`src/rtl/car_drive_ctrl.sv`:
```
// Driver-input front end: synchronises/debounces raw controls, runs the power/drive FSM and
// drives turn requests plus a blink tick. Define AUTO_POWER_OFF_EN to add the idle power-off timer.
module car_drive_ctrl #(
   parameter int unsigned DEBOUNCE_CYCLES   = 4,
   parameter int unsigned POWER_HOLD_CYCLES = 10,
   parameter int unsigned BLINK_PERIOD      = 8,
   parameter int unsigned IDLE_TIMEOUT      = 20
) (
   input  logic       clk,
   input  logic       rst_n,
   input  logic       power_on,
   input  logic       power_off,
   input  logic       throttle,
   input  logic       clutch,
   input  logic       brake,
   input  logic       turn_left_sw,
   input  logic       turn_right_sw,
   output logic [1:0] state,
   output logic       turn_left,
   output logic       turn_right,
   output logic       blink_tick
);

   localparam int unsigned NumIn  = 7;
   localparam int unsigned DbW    = (DEBOUNCE_CYCLES > 1) ? $clog2(DEBOUNCE_CYCLES) : 1;
   localparam int unsigned HoldW  = $clog2(POWER_HOLD_CYCLES + 1);
   localparam int unsigned BlinkW = (BLINK_PERIOD > 1) ? $clog2(BLINK_PERIOD) : 1;
   localparam logic [DbW-1:0]    DbMax    = DbW'(DEBOUNCE_CYCLES - 1);
   localparam logic [HoldW-1:0]  HoldMax  = HoldW'(POWER_HOLD_CYCLES);
   localparam logic [BlinkW-1:0] BlinkMax = BlinkW'(BLINK_PERIOD - 1);

   if (DEBOUNCE_CYCLES == 0 || POWER_HOLD_CYCLES == 0 || BLINK_PERIOD < 2 || IDLE_TIMEOUT == 0)
   begin : gen_param_check
      $error("car_drive_ctrl: invalid parameter value");
   end

   typedef enum logic [1:0] {
      StOff         = 2'b00,
      StNotStarting = 2'b01,
      StStarting    = 2'b11,
      StMoving      = 2'b10
   } state_e;

   state_e state_q, state_d;

   logic [NumIn-1:0] raw, sync1_q, sync2_q, db_q, db_d;
   logic [DbW-1:0]   db_cnt_q [NumIn];
   logic [DbW-1:0]   db_cnt_d [NumIn];

   logic             pwr_on_db, pwr_off_db, thr_db, clu_db, brk_db, left_db, right_db;
   logic [HoldW-1:0] hold_q, hold_d;
   logic             armed_q, armed_d;
   logic             active;
   logic [1:0]       turn_q, turn_d;
   logic [BlinkW-1:0] blink_cnt_q, blink_cnt_d;
   logic             blink_q, blink_d, blink_clr;

   assign raw = {turn_right_sw, turn_left_sw, brake, clutch, throttle, power_off, power_on};
   assign {right_db, left_db, brk_db, clu_db, thr_db, pwr_off_db, pwr_on_db} = db_q;

   // Level flips only after DEBOUNCE_CYCLES consecutive samples that disagree with it.
   always_comb begin
      db_d = db_q;
      for (int i = 0; i < NumIn; i++) begin
         db_cnt_d[i] = '0;
         if (sync2_q[i] != db_q[i]) begin
            if (db_cnt_q[i] == DbMax) db_d[i] = sync2_q[i];
            else                      db_cnt_d[i] = db_cnt_q[i] + 1'b1;
         end
      end
   end

   // A power press only counts once power_on has been seen released, so a stuck button never re-arms.
   always_comb begin
      armed_d = armed_q;
      if (!pwr_on_db)            armed_d = 1'b1;
      else if (state_q != StOff) armed_d = 1'b0;
      hold_d = '0;
      if (pwr_on_db && armed_q && state_q == StOff) begin
         hold_d = (hold_q == HoldMax) ? hold_q : hold_q + 1'b1;
      end
   end

`ifdef AUTO_POWER_OFF_EN
   localparam int unsigned IdleW = $clog2(IDLE_TIMEOUT + 1);
   localparam logic [IdleW-1:0] IdleMax = IdleW'(IDLE_TIMEOUT);
   logic [IdleW-1:0] idle_q, idle_d;

   always_comb begin
      idle_d = '0;
      if (state_q == StNotStarting && !(thr_db | clu_db | brk_db | left_db | right_db)) begin
         idle_d = (idle_q == IdleMax) ? idle_q : idle_q + 1'b1;
      end
   end

   always_ff @(posedge clk or negedge rst_n) begin
      if (!rst_n) idle_q <= '0;
      else        idle_q <= idle_d;
   end
`endif

   always_ff @(posedge clk or negedge rst_n) begin
      if (!rst_n) state_q <= StOff;
      else        state_q <= state_d;
   end

   always_comb begin
      state_d = state_q;
      if (pwr_off_db) begin
         state_d = StOff;
      end else begin
         unique case (state_q)
            StOff: if (hold_q == HoldMax) state_d = StNotStarting;
            StNotStarting: begin
               if (thr_db && !clu_db)                 state_d = StOff;
               else if (thr_db && clu_db && !brk_db)  state_d = StStarting;
`ifdef AUTO_POWER_OFF_EN
               else if (idle_q == IdleMax)            state_d = StOff;
`endif
            end
            StStarting: begin
               if (brk_db)                  state_d = StNotStarting;
               else if (thr_db && !clu_db)  state_d = StMoving;
            end
            StMoving: begin
               if (brk_db)                  state_d = StNotStarting;
               else if (clu_db || !thr_db)  state_d = StStarting;
            end
            default: state_d = StOff;
         endcase
      end
   end

   always_comb begin
      state      = state_q;
      turn_left  = turn_q[1];
      turn_right = turn_q[0];
      blink_tick = blink_q;
   end

   // Blink phase restarts whenever the request changes so the first pulse lands a full period later.
   always_comb begin
      active      = (state_q == StStarting) || (state_q == StMoving);
      turn_d      = active ? {left_db & ~right_db, right_db & ~left_db} : 2'b00;
      blink_clr   = !active || (turn_d != turn_q);
      blink_d     = !blink_clr && (blink_cnt_q == BlinkMax);
      blink_cnt_d = (blink_clr || blink_cnt_q == BlinkMax) ? '0 : blink_cnt_q + 1'b1;
   end

   always_ff @(posedge clk or negedge rst_n) begin
      if (!rst_n) begin
         sync1_q     <= '0;
         sync2_q     <= '0;
         db_q        <= '0;
         db_cnt_q    <= '{default: '0};
         hold_q      <= '0;
         armed_q     <= 1'b0;
         turn_q      <= 2'b00;
         blink_cnt_q <= '0;
         blink_q     <= 1'b0;
      end else begin
         sync1_q     <= raw;
         sync2_q     <= sync1_q;
         db_q        <= db_d;
         db_cnt_q    <= db_cnt_d;
         hold_q      <= hold_d;
         armed_q     <= armed_d;
         turn_q      <= turn_d;
         blink_cnt_q <= blink_cnt_d;
         blink_q     <= blink_d;
      end
   end

endmodule

```
`config.mk`:
```
export PLATFORM = sky130hd
export DESIGN_NAME = car_drive_ctrl
export DESIGN_NICKNAME = d
export VERILOG_FILES = /design/src/rtl/car_drive_ctrl.sv
export SDC_FILE = /design/constraint.sdc
export NUM_CORES = 1
export LEC_CHECK = 0
export ABC_AREA = 1
export BUFFER_PORTS_ARGS = -buffer_cell sky130_fd_sc_hd__buf_2
export CAP_MARGIN = 40
export CORE_MARGIN = 8
export CORE_UTILIZATION = 62
export DETAILED_ROUTE_END_ITERATION = 7
export GPL_ROUTABILITY_DRIVEN = 0
export GPL_TIMING_DRIVEN = 0
export PLACE_DENSITY = 0.82
export SLEW_MARGIN = 40
export SYNTH_ARGS = -nofsm -noshare
export SYNTH_HDL_FRONTEND = slang
export SYNTH_SLANG_ARGS = --single-unit
```
`constraint.sdc`:
```
create_clock -name clk -period 3.25 [get_ports clk]
set_input_delay 0.325 -clock clk [delete_from_list [all_inputs] [get_ports clk]]
set_output_delay 0.325 -clock clk [all_outputs]
set_load 0.02 [all_outputs]
```
==> results of run 1 <==
[repair_timing]
| item | CTS | global route |
|---|---|---|
| endpoints found under the hold margin | 48 | 0 |
| hold buffers | 1 | 0 |
| endpoints found under the setup margin | 0 | 0 |
[where the power goes]
part	internal [mW]	switching, mW	total [mW]
Clock	0.184	0.174	0.358
Sequential	0.749	0.125	0.874
Combinational	0.199	0.286	0.485
[sequential cells by signal, summed over array words and instances (netlist names)]
register,flops
sync1_q,7
sync2_q,7
db_cnt_q,14
db_q,7
blink_cnt_q,3
armed_q,1
state,2
hold_q,4
blink_tick,1
turn_q,2
[cell usage after synthesis (2+ instances only)]
cell type	count
a21oi_1	3
nand2_1	29
nor2_1	24
nand3_1	7
nor3_1	8
inv_1	21
ha_1	11
o21ai_0	7
inv_2	3
xnor2_1	8
dfrtp_1	48
nand3_2	2
[path summary, 6_finish.rpt]
kind | start | endpoint | slack (ns) | cells after the start
setup / recovery | state[1]$_DFFE_PN0P_ | state[1] | 1.78 | 1
hold / removal | throttle | sync1_q[2]$_DFF_PN0_ | 0.07 | 1
setup reg to reg | hold_q[0]$_DFFE_PN0P_ | state[0]$_DFFE_PN0P_ | 1.82 | 9
hold reg to reg | sync1_q[1]$_DFF_PN0_ | sync2_q[1]$_DFF_PN0_ | 0.36 | 0
max in group asynchronous | rst_n | sync2_q[0]$_DFF_PN0_ | 2.38 | 2
min in group asynchronous | rst_n | sync1_q[6]$_DFF_PN0_ | 0.49 | 2
[stage by stage]
stage	area [um^2]	setup WS [ns]
6_report	2100	1.78
5_1_grt	2100	1.64
2_1_floorplan	1900	1.99
3_3_place_gp	2000	1.91
4_1_cts	2100	1.77
3_5_place_dp	2000	1.84
[worst reg2reg max path: cells and delay by family (launching register included)]
family	cells	cell delay, ns
simple gates	7	0.66
flops	1	0.43
fa+ha+maj	1	0.16
buf+inv	1	0.09
[cell type report]
class	count	area [um^2]	share of cell area (%)
Clock inverter	2	38.8	1.84
Inverter	24	90.1	4.28
Sequential cell	48	1200	57.1
Multi-Input combinational cell	105	604	28.7
Clock buffer	6	51.3	2.44
Tap cell	33	41.3	1.96
Timing Repair Buffer	14	77.6	3.69
[cell families (layout without fill, tap and decap cells)]
| family | Yosys count | in the layout | share of synthesized area [%] |
|---|---|---|---|
| flip-flops | 48 | 48 | 63.4 |
| adder cells (fa/ha/maj) | 11 | 11 | 7.26 |
| multiplexers | 1 | 1 | 0.594 |
| XOR/XNOR | 8 | 8 | 3.70 |
| AO/OA/AOI/OAI | 12 | 12 | 3.76 |
| AND/OR/NAND/NOR | 73 | 73 | 16.6 |
| buffers and inverters | 24 | 46 | 4.75 |
[layer usage]
metal	up-vias	track usage (%)	wire [um]
met5	-	0	0
met4	0	4.62	10
met3	2	5.02	108
met2	15	21.9	1520
met1	602	12.9	1160
li1	596	-	-
==> results_dict.tcl, run 1 <==
set metrics [dict create \
    outcome "finished, final reports clean" \
    rows 20 \
    final_common_cell "dfrtp_1" \
    place_inst 223 \
    critPathArrivalTime_ns 1.14 \
    track_usage_pct 12.4 \
    critPathBufInv 1 \
    hp-class "input port to register" \
    fp.dieH_um 71.3 \
    ioPinCount 14 \
    htreeDepth 2 \
    synth_edf_count 0 \
    fmax_mhz 682 \
    start_kind "register" \
    cts.repair.resized 0 \
    dr.pass1.iters 4 \
    holdWs_ns 0.0653 \
    grt-ovfl-total 0 \
    drv_cap 0 \
    max-clock-path-buffers 2 \
    die_x_um 71.3 \
    vias 1215 \
    yosys_most_used_dff "dfrtp_1" \
    routed_wl_um 2810 \
    antennaDiodeCount 0 \
    io_buffers 13 \
    fin_worst_skew_ns 0.0105 \
    wire_per_inst_um 12.1 \
    numCtsBuffers 5 \
    coreArea_um2 2980 \
    dp_hpwl_um 2120 \
    syn_area_um2 1900 \
    cts_tree "done" \
    relSlewSlack_pct 62.5 \
    crit_required_ns 2.92 \
    p_per_area_nw_per_um2 816 \
    cp-end-kind "output port" \
    grt_max_degree 49 \
    path_cells "buf_2" \
    clk_pin_slew_ns 0.13 \
    crit_family "flip-flops" \
    crit_fanout 8 \
    yosysUniqueCellTypes 18 \
    layout-drive-gt1-share_pct 15.6 \
    yosys_warnings 0 \
    fin_crit_ns 1.47 \
    worst_path_largest_cell_delay_ns 0.56 \
    dieArea_um2 5080 \
    avgSynthCellArea_um2 10.7 \
    seq_area_frac_synth_pct 63.4 \
    initial_core_util_pct 63.7 \
    route.antenna.remaining_nets 0 \
    antenna_found_initial 0 \
    cts_setup_buffers 0 \
    report.final.slew_viol_count 0 \
    cts.sinks 48 \
    fin_cells 232 \
    via_per_inst 5.24 \
    root_buffer "clkbuf_4" \
    fin_crit_sh_pct 45.1 \
    fin_total_pwr_mw 1.72 \
    grt_pass1_vias 1222 \
    rsz0062_at_grt "no" \
    syn-num-nets 197 \
    ys_top_cells_by_area "dfrtp_1 (63%), ha_1 (7.3%), nand2_1 (5.7%), nor2_1 (4.8%), inv_1 (4.2%)" \
    final_util_pct 70.7 \
    yosys.area.top_type "dfrtp_1" \
    drcViolationCount 0 \
    grt_pass1_wl_um 5040 \
    drtIter0Drc 30 \
    final-hold-violation-count 0 \
    synth-async-reset-ratio_pct 100 \
    setup_viol_count_final 0 \
    synth-seq-cells 48 \
    syn_to_final_growth_pct 11.0 \
    peakVddDrop_mv 0.416 \
    finalSetupTns_ns 0 \
    synth_top_cell_area_share_pct 63.4 \
    synthCells 177 \
    clk_latency_ns 0.35 \
    final_nets 218 \
    cp_slowest_cell "dfrtp_1" \
    final_cell_mix "dfrtp_1 (48), nand2_1 (29), nor2_1 (24)" \
    worst_slew_pin_slew_ns 0.563 \
    fill_cells 225 \
    leakage_nw 1.08 \
    critPathKind "register to output port" \
]
Power figures use the tool's default switching activity.
==> run 2: changes to the inputs <==
Settings changed: CORE_UTILIZATION 62 to 52, PLACE_DENSITY 0.82 to 0.73.
Clock period 3.25 ns to 1.25 ns, I/O delays scaled along.
==> run 2 against run 1 <==
Effect of this change:
- largest power group unchanged
- combinational power rose to 2.8 times the previous value
- sequential power rose to 2.6 times the previous value
- count of clock-buffer cells in the layout down 1
- largest cell class unchanged
==> results_dict.tcl, run 2 (synthesized netlist as in run 1, its figures left out) <==
set metrics [dict create \
    outcome "finished, final reports clean" \
    start_kind "register" \
    root_buffer "clkbuf_4" \
    dp_hpwl_um 2050 \
    worst_slew_pin_slew_ns 0.572 \
    p_switching_mw 1.53 \
    largest_reg_flops 14 \
    coreArea_um2 3580 \
    combinationalPowerShare_pct 30.7 \
    antennaDiodeCount 0 \
    relSlewSlack_pct 61.9 \
    fin_worst_skew_ns 0.00818 \
    ioPinCount 14 \
    final_cell_mix "dfrtp_1 (46), nand2_1 (28), nor2_1 (22)" \
    grt_max_degree 49 \
    peakVddDrop_mv 1.05 \
    numCtsBuffers 5 \
    leakage_nw 1.14 \
    grt_pass1_vias 1279 \
    holdWs_ns 0.305 \
    dr.pass1.iters 2 \
    layout-drive-gt1-share_pct 19.7 \
    rsz0062_at_grt "yes" \
    cts_tree "done" \
    vias 1244 \
    pwr-share-seq_pct 50.8 \
    initial_core_util_pct 53.0 \
    rows 22 \
    dpl-instance-area_um2 2030 \
    final-hold-violation-count 0 \
    p_per_area_nw_per_um2 2000 \
    fin_total_pwr_mw 4.47 \
    clk_pin_slew_ns 0.12 \
    fill_cells 300 \
    track_usage_pct 10.8 \
    drtIter0Drc 51 \
    io_buffers 13 \
    wire_per_inst_um 11.2 \
    max-clock-path-buffers 2 \
    pwr-share-clk_pct 18.5 \
    p_int_mw 2.94 \
    hp-class "input port to asynchronous set/reset pin" \
    place_ws_ns -0.0942 \
    cts.sinks 48 \
    fin_ws_ns 0.0120 \
    largest_register "db_cnt_q" \
    antenna_found_initial 0 \
    drv_cap 0 \
    p_sw_share_pct 34.2 \
    die_x_um 76.4 \
    finalSetupTns_ns 0 \
    final_nets 229 \
    grt-ovfl-total 0 \
    crit_fanout 3 \
    htreeDepth 2 \
    report.final.slew_viol_count 0 \
    grt_pass1_wl_um 5110 \
    cp-end-kind "register" \
    syn_to_final_growth_pct 18.1 \
    critPathArrivalTime_ns 1.49 \
    final_common_cell "dfrtp_1" \
    fin_area_um2 2240 \
    via_per_inst 4.86 \
    clk_latency_ns 0.35 \
    crit_required_ns 1.50 \
    dieArea_um2 5830 \
    route.antenna.remaining_nets 0 \
    drcViolationCount 0 \
    fin_crit_ns 1.24 \
    fp.dieH_um 76.4 \
    routed_wl_um 2870 \
    fin_crit_sh_pct 99.0 \
    fmax_mhz 808 \
    setup_viol_count_final 0 \
    critPathKind "register to register" \
]
run 2: metal layers:
metal | track usage (%) | up-vias | share of wire (%)
met1 | 10.7 | 606 | 41
met4 | 3.65 | 0 | 0.84
li1 | - | 619 | -
met5 | 0 | - | 0
met3 | 5.19 | 4 | 4.7
met2 | 19.1 | 15 | 54
run 2: timing repair:
item / CTS / global route
pin swaps: 3 / 5
endpoints found under the setup margin: 2 / 10
gates resized for setup: 3 / 7
endpoints found under the hold margin: 55 / 0
setup buffers: 2 / 2
hold buffers: 8 / 0
run 2: path summary, 6_finish.rpt:
kind                                       startpoint              endpoint  slack, ns  cells after the start
max in group asynchronous                       rst_n  state[1]$_DFFE_PN0P_       0.53                      2
worst min register to register   sync1_q[6]$_DFF_PN0_  sync2_q[6]$_DFF_PN0_       0.36                      0
worst min-delay path                            rst_n  sync1_q[3]$_DFF_PN0_       0.30                      2
worst max register to register  hold_q[0]$_DFFE_PN0P_  state[0]$_DFFE_PN0P_       0.01                      9
min in group clk                 sync1_q[6]$_DFF_PN0_  sync2_q[6]$_DFF_PN0_       0.36                      0
worst max-delay path            hold_q[0]$_DFFE_PN0P_  state[0]$_DFFE_PN0P_       0.01                      9
run 2: cell type report:
type	instances	area, um^2	share of cell area (%)
timing repair buffer	25	178	7.94
multi-input combinational	105	639	28.6
sequential	48	1200	53.8
tap	48	60.1	2.68
clock buffer	5	37.5	1.68
clock inverter	1	30.0	1.34
inverter	24	90.1	4.02
run 2: worst max-delay path, stage by stage (launching register included):
cell and delay (ns):
dfrtp_1 0.40, inv_2 0.08, ha_4 0.15, nand2_4 0.05
nor2_4 0.11, nor2_2 0.05, nor2_2 0.13, nand2_1 0.06
nand2_1 0.06, nand2_1 0.05
run 2: stage by stage:
step / utilization, % / instances
after global routing: 62.6 / 256
final: 62.6 / 256
after CTS: 61.5 / 254
after detailed placement: 56.6 / 238
after global placement: 56.5 / 238
after floorplan: - / 177
run 2: power by group through the flow:
stage,logic (mW),clock network [mW],registers (mW)
final,1.37,0.828,2.27
after global routing,1.61,0.925,2.33
after CTS,1.34,0.849,2.26
after detailed placement,1.28,0,2.30
after global placement,1.18,0,2.27
after floorplan,0.947,0,2.27
==> run 3: changes to the inputs <==
Settings changed: ABC_AREA 1 to 0.
==> run 3 against run 2 <==
Effect of this change:
- the run now ends with setup timing left
- combinational power decreased by 13%
- non-clock buffer count is 3 higher
- first-iteration DRC count decreased by 22%
- critical path depth decreased by 6
- register-to-register slack worse by 0.06 ns
- worst setup slack got worse by 0.056 ns
- count of clock-buffer cells in the layout rose by 1
- power is 5.7% lower
- final area shrank 0.11%
- largest power group unchanged
- highest routed layer unchanged
==> results_dict.tcl, run 3 <==
set metrics [dict create \
    ioPinCount 14 \
    numCtsBuffers 5 \
    avgSynthCellArea_um2 14.5 \
    critPathArrivalTime_ns 1.55 \
    synth_edf_count 0 \
    initial_core_util_pct 55.0 \
    synth_top_cell_area_share_pct 64.4 \
    dieArea_um2 5760 \
    max-clock-path-buffers 2 \
    syn-num-nets 149 \
    final_cell_mix "dfrtp_1 (46), buf_2 (13), ha_1 (10)" \
    synth.area.mux_share_pct 4.23 \
    largest_register "db_cnt_q" \
    root_buffer "clkbuf_4" \
    fin_cells 209 \
    crit_required_ns 1.51 \
    yosys_most_used_dff "dfrtp_1" \
    cts_tree "done" \
    cp-end-kind "register" \
    htreeDepth 2 \
    relSlewSlack_pct 61.3 \
    route.antenna.remaining_nets 0 \
    dp_hpwl_um 1830 \
    p_sw_share_pct 28.9 \
    hp-class "input port to asynchronous set/reset pin" \
    outcome "finished, violations left" \
    fill_cells 254 \
    pwr-share-clk_pct 20.4 \
    cp_slowest_cell "dfrtp_2" \
    leakage_nw 1.08 \
    via_per_inst 5.04 \
    largest_reg_flops 14 \
    start_kind "register" \
    die_x_um 75.9 \
    io_buffers 13 \
    synth.most_common_cell "dfrtp_1" \
    grt_pass1_wl_um 4640 \
    fp.dieH_um 75.9 \
    peakVddDrop_mv 1.19 \
    holdWs_ns 0.303 \
    fin_worst_skew_ns 0.00399 \
    seq_area_frac_synth_pct 64.4 \
    syn_area_um2 1860 \
    pwr-share-seq_pct 51.5 \
    yosys.area.top_type "dfrtp_1" \
    final_nets 182 \
    combinationalPowerShare_pct 28.1 \
    crit_fanout 5 \
    critPathBufInv 0 \
    cts.sinks 48 \
    drtIter0Drc 40 \
    final_util_pct 66.0 \
    rows 21 \
    path_cells "nor4_4 > a211oi_4 > nor4bb_2" \
    grt_max_degree 49 \
    p_per_area_nw_per_um2 1890 \
    clk_pin_slew_ns 0.12 \
    synth-xor-area-share_pct 4.70 \
    worst_slew_pin_slew_ns 0.581 \
    worst_path_largest_cell_delay_ns 0.46 \
    clk_latency_ns 0.35 \
    synthCells 129 \
    rsz0062_at_grt "yes" \
    critPathKind "register to register" \
    grt_pass1_vias 1083 \
    fin_crit_ns 1.29 \
    drcViolationCount 0 \
    antenna_found_initial 0 \
    wire_per_inst_um 13.1 \
    yosysUniqueCellTypes 28 \
    syn_to_final_growth_pct 19.9 \
    routed_wl_um 2750 \
    failed_checks "setup timing" \
    place_ws_ns -0.111 \
    dr.pass1.iters 4 \
    synth-simple-area-share_pct 15.0 \
    synth_top_family_by_area "simple AND/OR/NAND/NOR gates" \
    setup_viol_count_final 4 \
    fin_total_pwr_mw 4.22 \
    final_common_cell "dfrtp_1" \
    yosys_warnings 0 \
    place_inst 188 \
    vias 1054 \
    grt-ovfl-total 0 \
    synth_compound_area_share_pct 3.15 \
    fmax_mhz 773 \
    ys_top_cells_by_count "dfrtp_1 (48), ha_1 (11), xnor2_1 (8)" \
    synth-seq-cells 48 \
    r2r_setup_slack_ns -0.04 \
    synthAdderAreaFrac_pct 7.38 \
    ys_top_cells_by_area "dfrtp_1 (64%), ha_1 (7.4%), mux2_2 (4.2%), xnor2_1 (3.8%), nor2b_1 (2.3%)" \
    synth-async-reset-ratio_pct 100 \
    report.final.slew_viol_count 0 \
    drv_cap 0 \
    fin_crit_sh_pct 103 \
    p_switching_mw 1.22 \
    layout-drive-gt1-share_pct 30.7 \
    dpl-instance-area_um2 1990 \
    crit_family "simple AND/OR/NAND/NOR gates" \
    final-hold-violation-count 0 \
    antennaDiodeCount 0 \
    finalSetupTns_ns -0.108 \
    track_usage_pct 11.3 \
    coreArea_um2 3390 \
    p_int_mw 3.00 \
    fin_ws_ns -0.0436 \
    fin_area_um2 2240 \
]
[run 3: cell count changes after synthesis, moves of 3 or more]
| cell | previous run | this run |
|---|---|---|
| nand2_1 | 29 | 6 |
| inv_1 | 21 | 1 |
| nand3_1 | 7 | 2 |
| nor2_1 | 24 | 6 |
| o21ai_0 | 7 | 0 |
| mux2_2 | 1 | 7 |
| nor2b_1 | 0 | 7 |
| inv_2 | 3 | 0 |
| nand2b_1 | 0 | 5 |
[run 3: final cells by class]
type	count	area, um^2	share of cell area (%)
buffer	2	16.3	0.727
clock inverter	2	35.0	1.57
multi-input combinational	78	693	31.0
inverter	1	3.75	0.168
timing repair buffer	26	185	8.28
clock buffer	6	41.3	1.85
sequential	48	1200	53.8
tap	46	57.6	2.57
[run 3: path summary, 6_finish.rpt]
path                                            from                  endpoint  cells after the start
worst max-delay path             db_q[5]$_DFFE_PN0P_  blink_cnt_q[2]$_DFF_PN0_                      3
worst min-delay path                           rst_n     hold_q[2]$_DFFE_PN0P_                      2
worst max register to register   db_q[5]$_DFFE_PN0P_  blink_cnt_q[2]$_DFF_PN0_                      3
worst min register to register  sync1_q[0]$_DFF_PN0_      sync2_q[0]$_DFF_PN0_                      0
max in group asynchronous                      rst_n       db_q[5]$_DFFE_PN0P_                      2
min in group clk                sync1_q[0]$_DFF_PN0_      sync2_q[0]$_DFF_PN0_                      0
[run 3: power by group through the flow]
stage | clock [mW] | combinational (mW) | sequential [mW]
2_1_floorplan | 0 | 0.792 | 2.15
3_3_place_gp | 0 | 0.891 | 2.19
3_5_place_dp | 0 | 0.989 | 2.22
4_1_cts | 0.913 | 1.17 | 2.17
5_1_grt | 0.977 | 1.33 | 2.21
6_report | 0.861 | 1.19 | 2.17
[run 3: timing repair]
action / 4_1_cts / 5_1_grt
setup endpoints to repair: 5 / 8
buffers inserted: 5 / 0
hold endpoints to repair: 55 / 0
hold buffers: 8 / 0
gates resized for setup: 5 / 4
pin swaps: 6 / 4
[run 3: cell families (layout without fill, tap and decap cells)]
group	after synthesis	after routing
compound gates	7	7
xor+xnor	10	10
fa+ha+maj	11	11
buf+inv	3	37
flops	48	48
mux	7	7
simple gates	43	43
[run 3: metal layers]
metal  vias up  global-route usage (%)  wire length, um
li1        512                       -                -
met1       522                    11.1             1080
met2        16                    19.1             1460
met3         4                    4.87              143
met4         0                    7.46               68
met5         -                       0                0
